<file path="src/rtl/ps2_keyboard_rx.sv">
// PS/2 device-to-host receiver: synchronises ps2_clk/ps2_data, deframes and checks
// 11-bit frames, and queues good scan codes in a show-ahead FIFO for the display stage.
module ps2_keyboard_rx #(
    parameter int FIFO_DEPTH     = 8,
    parameter int TIMEOUT_CYCLES = 50000
) (
    input  logic       clk,
    input  logic       rst,
    input  logic       ps2_clk,
    input  logic       ps2_data,
    input  logic       nextdata_n,
    output logic [7:0] data,
    output logic       ready,
    output logic       overflow,
    output logic       frame_err
);

    localparam int AW = $clog2(FIFO_DEPTH);
    localparam int TW = $clog2(TIMEOUT_CYCLES + 1);
    localparam logic [AW:0]   FULL_COUNT   = (AW + 1)'(FIFO_DEPTH);
    localparam logic [TW-1:0] TIMEOUT_LAST = TW'(TIMEOUT_CYCLES - 1);
    localparam logic [3:0]    LAST_BIT     = 4'd10;

    logic [2:0]    clk_sync_q;
    logic [1:0]    dat_sync_q;
    logic          fall;
    logic          bit_sample;
    logic          frame_ok;

    logic [3:0]    bit_cnt_q,  bit_cnt_d;
    logic [9:0]    shift_q,    shift_d;
    logic [TW-1:0] tmo_q,      tmo_d;
    logic [7:0]    byte_q,     byte_d;
    logic          push_q,     push_d;
    logic          err_q,      err_d;

    logic [7:0]    mem_q [FIFO_DEPTH];
    logic [AW-1:0] wr_ptr_q, rd_ptr_q;
    logic [AW:0]   count_q;
    logic          ovf_q;
    logic          pop, full, wr_en;

    // Both lines idle high, so the synchronisers reset to 1 to avoid a false edge.
    always_ff @(posedge clk or posedge rst) begin
        if (rst) begin
            clk_sync_q <= '1;
            dat_sync_q <= '1;
        end else begin
            clk_sync_q <= {clk_sync_q[1:0], ps2_clk};
            dat_sync_q <= {dat_sync_q[0], ps2_data};
        end
    end

    assign fall       = clk_sync_q[2] & ~clk_sync_q[1];
    assign bit_sample = dat_sync_q[1];
    // shift_q holds start in [0], D0..D7 in [8:1], parity in [9]; stop is the live sample.
    assign frame_ok   = ~shift_q[0] & bit_sample & (^shift_q[9:1]);

    // NOTE: every always_comb output gets a default first so no path can infer a latch.
    always_comb begin
        bit_cnt_d = bit_cnt_q;
        shift_d   = shift_q;
        tmo_d     = tmo_q;
        byte_d    = byte_q;
        push_d    = 1'b0;
        err_d     = 1'b0;
        if (fall) begin
            tmo_d = '0;
            if (bit_cnt_q == LAST_BIT) begin
                bit_cnt_d = '0;
                shift_d   = '0;
                if (frame_ok) begin
                    push_d = 1'b1;
                    byte_d = shift_q[8:1];
                end else begin
                    err_d = 1'b1;
                end
            end else begin
                shift_d   = {bit_sample, shift_q[9:1]};
                bit_cnt_d = bit_cnt_q + 4'd1;
            end
        end else if (bit_cnt_q != '0) begin
            if (tmo_q == TIMEOUT_LAST) begin
                bit_cnt_d = '0;
                shift_d   = '0;
                tmo_d     = '0;
                err_d     = 1'b1;
            end else begin
                tmo_d = tmo_q + TW'(1);
            end
        end
    end

    // NOTE: sequential state uses non-blocking assignments so every flop samples pre-edge values.
    always_ff @(posedge clk or posedge rst) begin
        if (rst) begin
            bit_cnt_q <= '0;
            shift_q   <= '0;
            tmo_q     <= '0;
            byte_q    <= '0;
            push_q    <= 1'b0;
            err_q     <= 1'b0;
        end else begin
            bit_cnt_q <= bit_cnt_d;
            shift_q   <= shift_d;
            tmo_q     <= tmo_d;
            byte_q    <= byte_d;
            push_q    <= push_d;
            err_q     <= err_d;
        end
    end

    assign ready = (count_q != '0);
    assign full  = (count_q == FULL_COUNT);
    assign pop   = ~nextdata_n & ready;
    assign wr_en = push_q & (~full | pop);

    // NOTE: storage is reset so data reads 0x00 after reset; it costs a reset net per bit.
    always_ff @(posedge clk or posedge rst) begin
        if (rst) begin
            for (int i = 0; i < FIFO_DEPTH; i++) begin
                mem_q[i] <= '0;
            end
        end else if (wr_en) begin
            mem_q[wr_ptr_q] <= byte_q;
        end
    end

    always_ff @(posedge clk or posedge rst) begin
        if (rst) begin
            wr_ptr_q <= '0;
            rd_ptr_q <= '0;
            count_q  <= '0;
            ovf_q    <= 1'b0;
        end else begin
            if (wr_en) begin
                wr_ptr_q <= wr_ptr_q + AW'(1);
            end
            if (pop) begin
                rd_ptr_q <= rd_ptr_q + AW'(1);
            end
            case ({wr_en, pop})
                2'b10:   count_q <= count_q + (AW + 1)'(1);
                2'b01:   count_q <= count_q - (AW + 1)'(1);
                default: count_q <= count_q;
            endcase
            if (push_q && full && !pop) begin
                ovf_q <= 1'b1;
            end
        end
    end

    assign data      = mem_q[rd_ptr_q];
    assign overflow  = ovf_q;
    assign frame_err = err_q;

endmodule
</file>
<file path="config.mk">
export PLATFORM = sky130hd
export DESIGN_NAME = ps2_keyboard_rx
export DESIGN_NICKNAME = d
export VERILOG_FILES = /design/src/rtl/ps2_keyboard_rx.sv
export SDC_FILE = /design/constraint.sdc
export NUM_CORES = 1
export LEC_CHECK = 0
export ABC_AREA = 0
export CAP_MARGIN = 40
export CELL_PAD_IN_SITES_DETAIL_PLACEMENT = 1
export CELL_PAD_IN_SITES_GLOBAL_PLACEMENT = 1
export CORE_MARGIN = 2
export CORE_UTILIZATION = 56
export DETAILED_ROUTE_END_ITERATION = 12
export PLACE_DENSITY_LB_ADDON = 0.1
export SLEW_MARGIN = 20
export SYNTH_ARGS = -nofsm -noshare
export SYNTH_HDL_FRONTEND = slang
export SYNTH_SLANG_ARGS = --single-unit
</file>
<file path="constraint.sdc">
create_clock -name clk -period 11.41 [get_ports clk]
set_input_delay 2.282 -clock clk [delete_from_list [all_inputs] [get_ports clk]]
set_output_delay 2.282 -clock clk [all_outputs]
set_load 0.01 [all_outputs]
</file>
==> impl_metrics.toml <==
[pwr]
intPower_mw = 0.950
p_per_area_nw_per_um2 = 211
max-vdd-ir-drop_mv = 0.148
leakagePower_nw = 2.97
seqPwrFrac_pct = 41.7
power.total_mw = 1.36
power_frac_clock_pct = 39.1
swShare_pct = 30.3
combPwrFrac_pct = 19.2
power.switching_mw = 0.414

[cts]
clock-sinks = 120
cts_htree_levels = 4
clock_path_buffers = 2
cts_root_buf = "clkbuf_8"
clkLatencyLatePin_ns = 0.54
cts_tree = "done"
path_clk_slew_ns = 0.06
postCtsSetupRepairBufs = 0
cts_resized = 0
holdBufCountCts = 0
cts_buffers = 17

[cells_and_area]
area_growth_pct = 15.9
nets = 434
n_antenna_cell = 0
final_cell_mix = "dfrtp_1, mux2_2, nor2_1"
final_layout_size_suffix_gt1_share_pct = 38.4
fillCellCount = 903
mostFrequentLayoutCell = "dfrtp_1"
postLayoutCellArea_um2 = 6470

[logic_synthesis]
syn_nets = 411
synth_seq_cells = 120
synth_edf_count = 0
netlist.area_leader.share_pct = 51.5
synth-xor-area-share_pct = 4.17
ys_seq_area_share_pct = 53.9
ys.warnings.count = 0
synth.avg_cell_area_um2 = 14.0
netlist_area_um2 = 5580
synth_area_leaders = "dfrtp_1, mux2_2, mux4_2"
yosysTopAreaCell = "dfrtp_1"
synth_top_family_by_area = "multiplexers"
synth-main-ff-cell = "dfrtp_1"
synthArstFlopShare_pct = 100
synthAdderAreaFrac_pct = 1.57
syn_inst = 399
synth.area.mux_share_pct = 23.4
synth_compound_area_share_pct = 5.15
synthSimpleGateAreaFrac_pct = 10.1
ys_types = 56

[global_route]
grt_use_met1_pct = 32.7
met3_usage_pct = 5.54
grt_start_max_net_pins = 64
antenna_found_initial = 0
grt_pass1_vias = 3732
grt-busiest-layer = "met2"
grt.overflow.total = 0
grt.total_usage_pct = 25.7
gr-usage-met2_pct = 43.4
grt_pass1_wl_mm = 20.8

[detailed_routing]
drtAntennaViolNets = 0
viasPerCell = 5.99
num_vias = 3404
wirelength_mm = 12.8
route.detailed.drc = 0
wl_per_cell_um = 22.6
drt_pass1_iterations = 4
drtIter0Drc = 114

[floorplanning]
dieArea_um2 = 10800
start_util_pct = 57.4
dieHeight_um = 104
boundaryPins = 16
rows = 36
die_x_um = 104
core_area_um2 = 9730

[min_path]
hold_class = "reg -> reg"

[outcome]
status = "finished clean"

[placement]
place_area_um2 = 5850
dpl.hpwl_mm = 7.62
io_buffer_count = 15
post-place-ws_ns = 6.84
gp_congestion = 0.746

[sta]
worst_pin_slew_ns = 0.854
setup-tns-final_ns = 0
fin_ws_ns = 6.33
period_needed_ns = 5.08
fmax_mhz = 197
finalSetupViolations = 0
rsz0062_at_grt = "false"
fin_skew_ns = 0.00860
post-route-period-util_pct = 44.5
slew_headroom_pct = 43.1
hold_viol = 0
slew_violations = 0

[run]
cap_violations = 0

[setup_path]
startpoint_type = "flop"
cp_max_fo = 10
crit_required_ns = 9.13
crit_type = "reg -> out"
critPathCaptureType = "output pin"
arrival_ns = 2.80
[sequential cells by signal, indices dropped and copies added (netlist names)]
signal      cells
mem_q          64
tmo_q          16
shift_q        10
byte_q          8
bit_cnt_q       4
count_q         4
clk_sync_q      3
rd_ptr_q        3
wr_ptr_q        3
dat_sync_q      2
frame_err       1
overflow        1
push_q          1
[critical path, cell delays in order, from the launching register on]
cell and delay, ns:
dfrtp_1 0.71, buf_8 0.24, mux4_2 0.52, mux2_2 0.29
clkdlybuf4s50_1 0.50
[stage by stage]
stage	util, %	cells	hold WS [ns]
after global placement	60.0	533	0.346
after detailed placement	60.2	534	0.353
after global routing	66.5	568	0.362
final	66.5	568	0.359
after CTS	66.2	566	0.362
after floorplan	-	399	0.345
[Yosys cell counts, drive strengths merged (2+ instances only)]
| library cell | count |
|---|---|
| nor2 | 24 |
| o21ai | 10 |
| nand4b | 4 |
| nor4 | 2 |
| or3b | 2 |
| mux2 | 82 |
| a22o | 12 |
| ha | 7 |
| a21oi | 5 |
| nor3 | 8 |
| dfstp | 5 |
| a31o | 2 |
| nand3 | 7 |
| xnor2 | 14 |
| mux4 | 16 |
| nand2 | 17 |
| inv | 7 |
| dfrtp | 115 |
| nor2b | 3 |
| clkbuf | 8 |
| nor3b | 3 |
| mux2i | 2 |
| nand4 | 5 |
| and3 | 3 |
| nand3b | 2 |
| xor2 | 10 |
| buf | 7 |
[worst paths after layout]
path,depth (start not counted),slack (ns),startpoint,to
setup / recovery,4,6.33,rd_ptr_q[0]$_DFFE_PP0N_,data[0]
hold / removal,0,0.36,clk_sync_q[0]$_DFF_PP1_,clk_sync_q[1]$_DFF_PP1_
setup reg to reg,4,9.01,clk_sync_q[2]$_DFF_PP1_,byte_q[1]$_DFFE_PP0P_
hold reg to reg,0,0.36,clk_sync_q[0]$_DFF_PP1_,clk_sync_q[1]$_DFF_PP1_
max in group asynchronous,4,8.18,rst,dat_sync_q[1]$_DFF_PP1_
min in group asynchronous,2,2.22,rst,tmo_q[12]$_DFFE_PP0P_
[power groups by stage]
stage	combinational, mW	sequential, mW	clock (mW)
6_report	0.261	0.569	0.533
2_1_floorplan	0.243	0.518	0
5_1_grt	0.287	0.580	0.558
3_5_place_dp	0.256	0.574	0
4_1_cts	0.261	0.569	0.540
3_3_place_gp	0.231	0.579	0
[layout make-up]
class	count	area (um2)	area share [%]
inverters	7	28.8	0.445
clock inverters	12	151	2.34
well taps	133	166	2.57
flip-flops and latches	120	3010	46.5
multi-input cells	257	2480	38.3
repair buffers	19	205	3.17
clock buffers	20	435	6.73
[metal layers]
| metal | routed length [um] | up-vias |
|---|---|---|
| met5 | 0 | - |
| met4 | 237 | 0 |
| met3 | 420 | 24 |
| met2 | 6720 | 63 |
| met1 | 5450 | 1800 |
| li1 | - | 1517 |
[logic make-up after synthesis]
family                   after synthesis
flip-flops                           120
multiplexers                         100
AND/OR/NAND/NOR                       89
AO/OA/AOI/OAI                         36
XOR/XNOR                              25
buffers and inverters                 22
adder cells (fa/ha/maj)                7
Power figures use the tool's default switching activity.
